`config.mk`:
```
export PLATFORM = sky130hd
export DESIGN_NAME = lsu_ctrl
export DESIGN_NICKNAME = d
export VERILOG_FILES = /design/src/rtl/lsu_ctrl.sv
export SDC_FILE = /design/constraint.sdc
export NUM_CORES = 1
export LEC_CHECK = 0
export ABC_CLOCK_PERIOD_IN_PS = 3290
export BUFFER_PORTS_ARGS = -buffer_cell sky130_fd_sc_hd__buf_2
export CAP_MARGIN = 5
export CORE_MARGIN = 10
export CORE_UTILIZATION = 40
export CTS_BUF_LIST = sky130_fd_sc_hd__clkbuf_16
export DETAILED_ROUTE_END_ITERATION = 16
export PLACE_DENSITY_LB_ADDON = 0.12
export SKIP_LAST_GASP = 1
export SYNTH_ARGS = -nofsm -noshare
export SYNTH_HDL_FRONTEND = slang
export SYNTH_SLANG_ARGS = --single-unit
export TNS_END_PERCENT = 30
```
`constraint.sdc`:
```
create_clock -name clk -period 3.29 [get_ports clk]
set_input_delay 0.4935 -clock clk [delete_from_list [all_inputs] [get_ports clk]]
set_output_delay 0.4935 -clock clk [all_outputs]
set_load 0.03 [all_outputs]
```
`src/rtl/lsu_ctrl.sv`:
```
// Load/store controller between EX/MEM and the word-wide data memory.
// Optional feature macro: LSU_SUBWORD_EN (byte/half accesses and read-modify-write stores).
module lsu_ctrl #(
    parameter logic [31:0] ADDR_LIMIT = 32'h0000_1000
) (
    input  logic        clk,
    input  logic        rst,
    input  logic        req_valid,
    output logic        req_ready,
    input  logic        req_write,
    input  logic [1:0]  req_size,
    input  logic        req_signed,
    input  logic [31:0] req_addr,
    input  logic [31:0] req_wdata,
    output logic        resp_valid,
    input  logic        resp_ready,
    output logic [31:0] resp_rdata,
    output logic        resp_fault,
    output logic [31:0] mem_addr,
    output logic [31:0] mem_wdata,
    output logic        mem_rd,
    output logic        mem_wr,
    input  logic [31:0] mem_rdata
);

    typedef enum logic [1:0] {
        IDLE  = 2'd0,
        READ  = 2'd1,
        WRITE = 2'd2,
        RESP  = 2'd3
    } state_t;

    state_t      state_q, state_d;
    logic        write_q, write_d;
    logic [1:0]  size_q, size_d;
    logic        signed_q, signed_d;
    logic [31:0] addr_q, addr_d;
    logic [31:0] wdata_q, wdata_d;
    logic        resp_valid_q, resp_valid_d;
    logic [31:0] resp_rdata_q, resp_rdata_d;
    logic        resp_fault_q, resp_fault_d;
    logic        mem_rd_q, mem_rd_d;
    logic        mem_wr_q, mem_wr_d;
    logic [31:0] mem_addr_q, mem_addr_d;
    logic [31:0] mem_wdata_q, mem_wdata_d;

    logic        accept_s;
    logic        fault_s;
    logic [31:0] word_addr_s;

`ifdef LSU_SUBWORD_EN
    function automatic logic [31:0] extract_lane(input logic [31:0] word, input logic [1:0] off,
                                                 input logic [1:0] size, input logic sext);
        logic [7:0]  b;
        logic [15:0] h;
        logic [31:0] res;
        b = word[{off, 3'b000} +: 8];
        h = off[1] ? word[31:16] : word[15:0];
        case (size)
            2'b00:   res = {{24{sext & b[7]}}, b};
            2'b01:   res = {{16{sext & h[15]}}, h};
            default: res = word;
        endcase
        return res;
    endfunction

    // The held old word with only the addressed lane replaced by store data.
    function automatic logic [31:0] merge_lane(input logic [31:0] old, input logic [1:0] off,
                                               input logic [1:0] size, input logic [31:0] data);
        logic [31:0] res;
        res = old;
        case (size)
            2'b00: res[{off, 3'b000} +: 8] = data[7:0];
            2'b01: begin
                if (off[1]) begin
                    res[31:16] = data[15:0];
                end else begin
                    res[15:0] = data[15:0];
                end
            end
            default: res = data;
        endcase
        return res;
    endfunction
`else
    logic unused_s;
    assign unused_s = ^{write_q, size_q, signed_q, addr_q, wdata_q};
`endif

    assign accept_s    = req_valid && req_ready;
    assign word_addr_s = {req_addr[31:2], 2'b00};

    // Classify the incoming request: reserved size, misalignment or out of range.
    always_comb begin
        fault_s = 1'b0;
        case (req_size)
`ifdef LSU_SUBWORD_EN
            2'b00:   fault_s = 1'b0;
            2'b01:   fault_s = req_addr[0];
`else
            2'b00,
            2'b01:   fault_s = 1'b1;
`endif
            2'b10:   fault_s = (req_addr[1:0] != 2'b00);
            default: fault_s = 1'b1;
        endcase
        if (req_addr >= ADDR_LIMIT) begin
            fault_s = 1'b1;
        end else begin
            fault_s = fault_s;
        end
    end

    // Next-state and next-output computation; memory strobes are registered one state ahead.
    always_comb begin
        state_d      = state_q;
        write_d      = write_q;
        size_d       = size_q;
        signed_d     = signed_q;
        addr_d       = addr_q;
        wdata_d      = wdata_q;
        resp_valid_d = resp_valid_q;
        resp_rdata_d = resp_rdata_q;
        resp_fault_d = resp_fault_q;
        mem_rd_d     = 1'b0;
        mem_wr_d     = 1'b0;
        mem_addr_d   = 32'h0000_0000;
        mem_wdata_d  = 32'h0000_0000;
        case (state_q)
            IDLE: begin
                if (accept_s) begin
                    write_d  = req_write;
                    size_d   = req_size;
                    signed_d = req_signed;
                    addr_d   = req_addr;
                    wdata_d  = req_wdata;
                    if (fault_s) begin
                        state_d      = RESP;
                        resp_valid_d = 1'b1;
                        resp_rdata_d = 32'h0000_0000;
                        resp_fault_d = 1'b1;
                    end else if (req_write && (req_size == 2'b10)) begin
                        state_d     = WRITE;
                        mem_wr_d    = 1'b1;
                        mem_addr_d  = word_addr_s;
                        mem_wdata_d = req_wdata;
                    end else begin
                        state_d    = READ;
                        mem_rd_d   = 1'b1;
                        mem_addr_d = word_addr_s;
                    end
                end else begin
                    state_d = IDLE;
                end
            end
            READ: begin
`ifdef LSU_SUBWORD_EN
                if (write_q) begin
                    state_d     = WRITE;
                    mem_wr_d    = 1'b1;
                    mem_addr_d  = mem_addr_q;
                    mem_wdata_d = merge_lane(mem_rdata, addr_q[1:0], size_q, wdata_q);
                end else begin
                    state_d      = RESP;
                    resp_valid_d = 1'b1;
                    resp_rdata_d = extract_lane(mem_rdata, addr_q[1:0], size_q, signed_q);
                    resp_fault_d = 1'b0;
                end
`else
                state_d      = RESP;
                resp_valid_d = 1'b1;
                resp_rdata_d = mem_rdata;
                resp_fault_d = 1'b0;
`endif
            end
            WRITE: begin
                state_d      = RESP;
                resp_valid_d = 1'b1;
                resp_rdata_d = 32'h0000_0000;
                resp_fault_d = 1'b0;
            end
            RESP: begin
                if (resp_ready) begin
                    state_d      = IDLE;
                    resp_valid_d = 1'b0;
                    resp_rdata_d = 32'h0000_0000;
                    resp_fault_d = 1'b0;
                end else begin
                    state_d = RESP;
                end
            end
            default: state_d = IDLE;
        endcase
    end

    // State, captured request and registered outputs.
    always_ff @(posedge clk or posedge rst) begin
        if (rst) begin
            state_q      <= IDLE;
            write_q      <= 1'b0;
            size_q       <= 2'b00;
            signed_q     <= 1'b0;
            addr_q       <= 32'h0000_0000;
            wdata_q      <= 32'h0000_0000;
            resp_valid_q <= 1'b0;
            resp_rdata_q <= 32'h0000_0000;
            resp_fault_q <= 1'b0;
            mem_rd_q     <= 1'b0;
            mem_wr_q     <= 1'b0;
            mem_addr_q   <= 32'h0000_0000;
            mem_wdata_q  <= 32'h0000_0000;
        end else begin
            state_q      <= state_d;
            write_q      <= write_d;
            size_q       <= size_d;
            signed_q     <= signed_d;
            addr_q       <= addr_d;
            wdata_q      <= wdata_d;
            resp_valid_q <= resp_valid_d;
            resp_rdata_q <= resp_rdata_d;
            resp_fault_q <= resp_fault_d;
            mem_rd_q     <= mem_rd_d;
            mem_wr_q     <= mem_wr_d;
            mem_addr_q   <= mem_addr_d;
            mem_wdata_q  <= mem_wdata_d;
        end
    end

    assign req_ready  = (state_q == IDLE) && !rst;
    assign resp_valid = resp_valid_q;
    assign resp_rdata = resp_rdata_q;
    assign resp_fault = resp_fault_q;
    assign mem_rd     = mem_rd_q;
    // Gate with reset so a reset arriving mid-WRITE kills the strobe at once.
    assign mem_wr     = mem_wr_q && !rst;
    assign mem_addr   = mem_addr_q;
    assign mem_wdata  = mem_wdata_q;

endmodule

```
# --- Word level (Yosys, flattened, before mapping) ---
# Index checks and enable logic that the tools add are counted.
op_classes:
  n_eq_ne: 7
  magnitude_cmp: 1
  reduce_logical: 9
  muxes: 31
ops:
  columns: ["operator", "n"]
  rows:
  - ["$mux 32", 10]
  - ["$pmux 32 s4", 1]
  - ["$ge 32x13->1 const B", 1]
  - ["$mux 1", 13]
  - ["$mux 2", 4]
  - ["$eq 2x2->1 const B", 3]
  - ["$ne 2x2->1 const B", 3]
  - ["$pmux 1 s3", 2]
  - ["$pmux 2 s3", 1]
  - ["$logic_and 1x1->1", 4]
  - ["$reduce_and 3->1", 1]
  - ["$eq 2x1->1 const B", 1]
  - ["$logic_not 2->1", 1]
  - ["$reduce_bool 2->1", 1]
  - ["$reduce_or 2->1", 1]
  - ["$logic_not 1->1", 1]
word_totals:
  in_bits: 104
  wordCells: 56
  out_inout_bits: 101
  regBits: 102

# --- Depth between registers and ports, before layout ---
depth:
  word_depth: 6
  depth_mapped: 7
  depth_no_buf: 6

# --- Least setup slack after synthesis ---
# No wires, ideal clock.
synth_path:
  kind: "in2reg"
  start: "input rst"
  end: "register mem_wdata_q[22], in the netlist mem_wdata[22]"
  setup_ps: 64
  required_time_ps: 3226
  slack_ps: -675
  arrival_ps: 3901
  n_path_buf: 1
  path_stages: 5
  cell_sequence: "inv_1 -> nand3_1 -> nor3_4 -> buf_6 -> and2_2"
synth_via:
  elab_chain_cells: 5
synth_lines:
  columns: ["item", "line", "text"]
  rows:
  - ["from (decl)", "7", "input logic rst,"]
  - ["$logic_not 1->1", "229", "assign req_ready = (state_q == IDLE) && !rst;"]
  - ["$logic_and 1x1->1", "229", null]
  - ["$logic_and 1x1->1", "90", "assign accept_s = req_valid && req_ready;"]
  - ["$mux 32", "131", "if (accept_s) begin"]
  - ["$mux 32", "129", "case (state_q)"]
  - ["net mem_wdata_d[22]", "45", "logic [31:0] mem_wdata_q, mem_wdata_d;"]
  - ["to (signal assigned)", "225", "mem_wdata_q <= mem_wdata_d;"]
  - ["to (decl)", "45", null]
# The timed path passes the listed nets, and every way through them passes these cells.
# A chain may end at the register's enable or synchronous reset.

# --- Worst setup path after layout ---
layout_path:
  start: "register state_q[1]"
  end: "output req_ready"
layout_via:
  elab_chain_cells: 2
layout_lines:
  columns: ["item", "line", "text"]
  rows:
  - ["from (decl)", "33", "state_t state_q, state_d;"]
  - ["from (signal assigned)", "213", "state_q <= state_d;"]
  - ["$logic_not 2->1", null, null]
  - ["$logic_and 1x1->1", "229", null]
  - ["to (decl)", "9", "output logic req_ready,"]
# No other way between the ends.

==> results.yml <==
synth:
  ys_types: 26
  ys.flop_type: "dfrtp_1"
  avgSynthCellArea_um2: 12.7
  ys_seq_area_share_pct: 67.4
  yosysWarnings: 0
  synth-edff-count: 0
  syn-cell-area_um2: 3710
  ys_seq_elements: 100
  ys_async_sr_fraction_pct: 100
  syn_inst: 292
grt:
  grt_use_total_pct: 13.8
  grt_remaining_overflow: 0
  grt_pass1_wl_um: 14600
  antenna_found_initial: 0
  grt_pass1_vias: 2923
  grt_max_degree: 67
place:
  pre_cts_ws_ps: 1060
  hpwl_um: 7390
  place.port_buffers: 201
  place_congestion: 0.727
pwr:
  leakagePower_nw: 2.97
  power.switching_w: 0.00144
  power_density_nw_per_um2: 741
  p_seq_share_pct: 39.8
  power_frac_comb_pct: 34.1
  p_sw_share_pct: 37.7
  clock_power_share_pct: 26.1
  ir_drop_uv: 279
  p_int_w: 0.00238
clocking:
  clk_latency_ps: 340
  cts_buffers: 9
  cts_resized: 0
  cts_tree: "built"
  cts_root_buffer: "clkbuf_16"
  cts_buffer_depth: 2
  cts_max_level: 3
  clock-sinks: 100
  cts_setup_buffers: 0
  clk_pin_slew_ps: 80
  ctsHoldBuffers: 0
job:
  max_cap_viol_count: 0
worst_setup_path:
  cp_max_fo: 5
  critical_path_arrival_ps: 1490
  worstSetupStartpointType: "flop"
  critical_path_class: "flop to primary output"
  cp.required_ps: 2800
  cp-end-kind: "primary output"
hold_path:
  hp-class: "primary input to flop"
finish:
  final_util_pct: 56.4
  final_net_count: 623
  drive_gt1_share_pct: 46.1
  diodes: 0
  layout_common_cells: "buf_2 (201), dfrtp_1 (100), inv_1 (36)"
  final_common_cell: "buf_2"
  syn2layout_area_growth_pct: 38.9
routing:
  vias_per_cell: 4.27
  route.detailed.drc: 0
  antenna_left: 0
  routed_wl_um: 9490
  wl_per_cell_um: 15.0
  route.vias.total: 2697
  drtIter0Drc: 102
  drtPass1Iterations: 4
timing:
  max_slew_margin_pct: 25.5
  rsz0062_at_grt: "no"
  fin_setup_tns_ps: 0
  worst_slack_ps: 1310
  maxSlewViolCount: 0
  worst_pin_slew_ps: 1120
  max_freq_mhz: 505
  skew_ps: 8.30
  final_hold_viol_count: 0
  min_period_ps: 1980
  finalSetupViolCount: 0
  min_period_over_period_pct: 60.2
outcome:
  outcome: "finished clean"
die:
  die_y_um: 116
  ioPinCount: 205
  start_util_pct: 40.6
  core_um2: 9150
  num_rows: 35
  die_x_um: 116
  die_area_um2: 13500
state kept, by name (all words and copies together) (netlist names):
signal / count
mem_addr: 30
mem_rd: 1
mem_wdata: 32
mem_wr_q: 1
resp_fault: 1
resp_rdata: 32
resp_valid: 1
state_q: 2
per-layer routing:
layer  vias up  wire [µm]  global-route usage, %
met5         -          0                      0
met4         0        137                   5.09
met3        11       1260                   7.40
met2       122       4520                   22.1
met1      1242       3570                   15.3
li1       1322          -                      -
Yosys cell counts (all sizes together), types with 2 or more instances:
cell | number | share of area, %
mux2i | 32 | 8.6
buf | 9 | 2.4
nor2 | 9 | 0.91
o22ai | 2 | 0.34
and2 | 43 | 7.6
ha | 3 | 1.0
inv | 36 | 3.6
nand2 | 35 | 3.7
clkbuf | 4 | 0.40
nor4 | 5 | 1.0
a21oi | 3 | 0.51
dfrtp | 100 | 67
nor2b | 3 | 0.51
power by group through the flow:
stage / registers (W) / clock network (W) / logic (W)
3_3_place_gp: 0.00154 / 0 / 0.00131
3_5_place_dp: 0.00155 / 0 / 0.00133
2_1_floorplan: 0.00194 / 0 / 0.000565
6_report: 0.00152 / 0.00100 / 0.00130
5_1_grt: 0.00156 / 0.00109 / 0.00142
4_1_cts: 0.00152 / 0.00103 / 0.00133
critical path, stage by stage, from the launching register on:
cell and delay [ps]:
dfrtp_1 380, inv_1 80, ha_1 230, inv_1 140, nor2_1 120, buf_2 200
stage by stage:
step | cells | area, µm² | hold WS, ps | total power, W
detailed placement | 616 | 4870 | 480 | 0.00288
finish | 632 | 5160 | 356 | 0.00383
global route | 632 | 5160 | 339 | 0.00407
global placement | 616 | 4870 | 474 | 0.00285
floorplan | 313 | 3800 | 563 | 0.00251
CTS | 632 | 5160 | 345 | 0.00389
path summary, 6_finish.rpt:
| path | from | endpoint | slack [ps] | depth (start not counted) |
|---|---|---|---|---|
| worst max-delay path | state_q[1]$_DFF_PP0_ | req_ready | 1310 | 5 |
| worst min-delay path | req_wdata[21] | mem_wdata[21]$_DFF_PP0_ | 360 | 2 |
| worst max register to register | state_q[0]$_DFF_PP0_ | resp_rdata[3]$_DFFE_PP0P_ | 1450 | 5 |
| worst min register to register | resp_valid$_DFFE_PP0P_ | resp_valid$_DFFE_PP0P_ | 500 | 1 |
| max in group asynchronous | rst | mem_wdata[26]$_DFF_PP0_ | 1860 | 4 |
| min in group asynchronous | rst | resp_fault$_DFFE_PP0P_ | 470 | 3 |
cell families (layout without fill, tap and decap cells):
group	Yosys count	after routing	synth area share, %
and+or+nand+nor	99	99	14.9
adders and majority gates	3	3	1.01
other	1	22	0.101
muxes	32	32	8.63
buffers and inverters	49	257	6.47
AOI/OAI and AO/OA	8	8	1.52
DFF	100	100	67.4
final cells by class:
cell class | count | area [µm²]
Fill cell | 814 | 3990
Tap cell | 111 | 139
Clock inverter | 7 | 60.1
Sequential cell | 100 | 2500
Multi-Input combinational cell | 164 | 1060
Clock buffer | 9 | 225
Inverter | 36 | 139
Timing Repair Buffer | 205 | 1040
(Power assumes the default switching activity.)
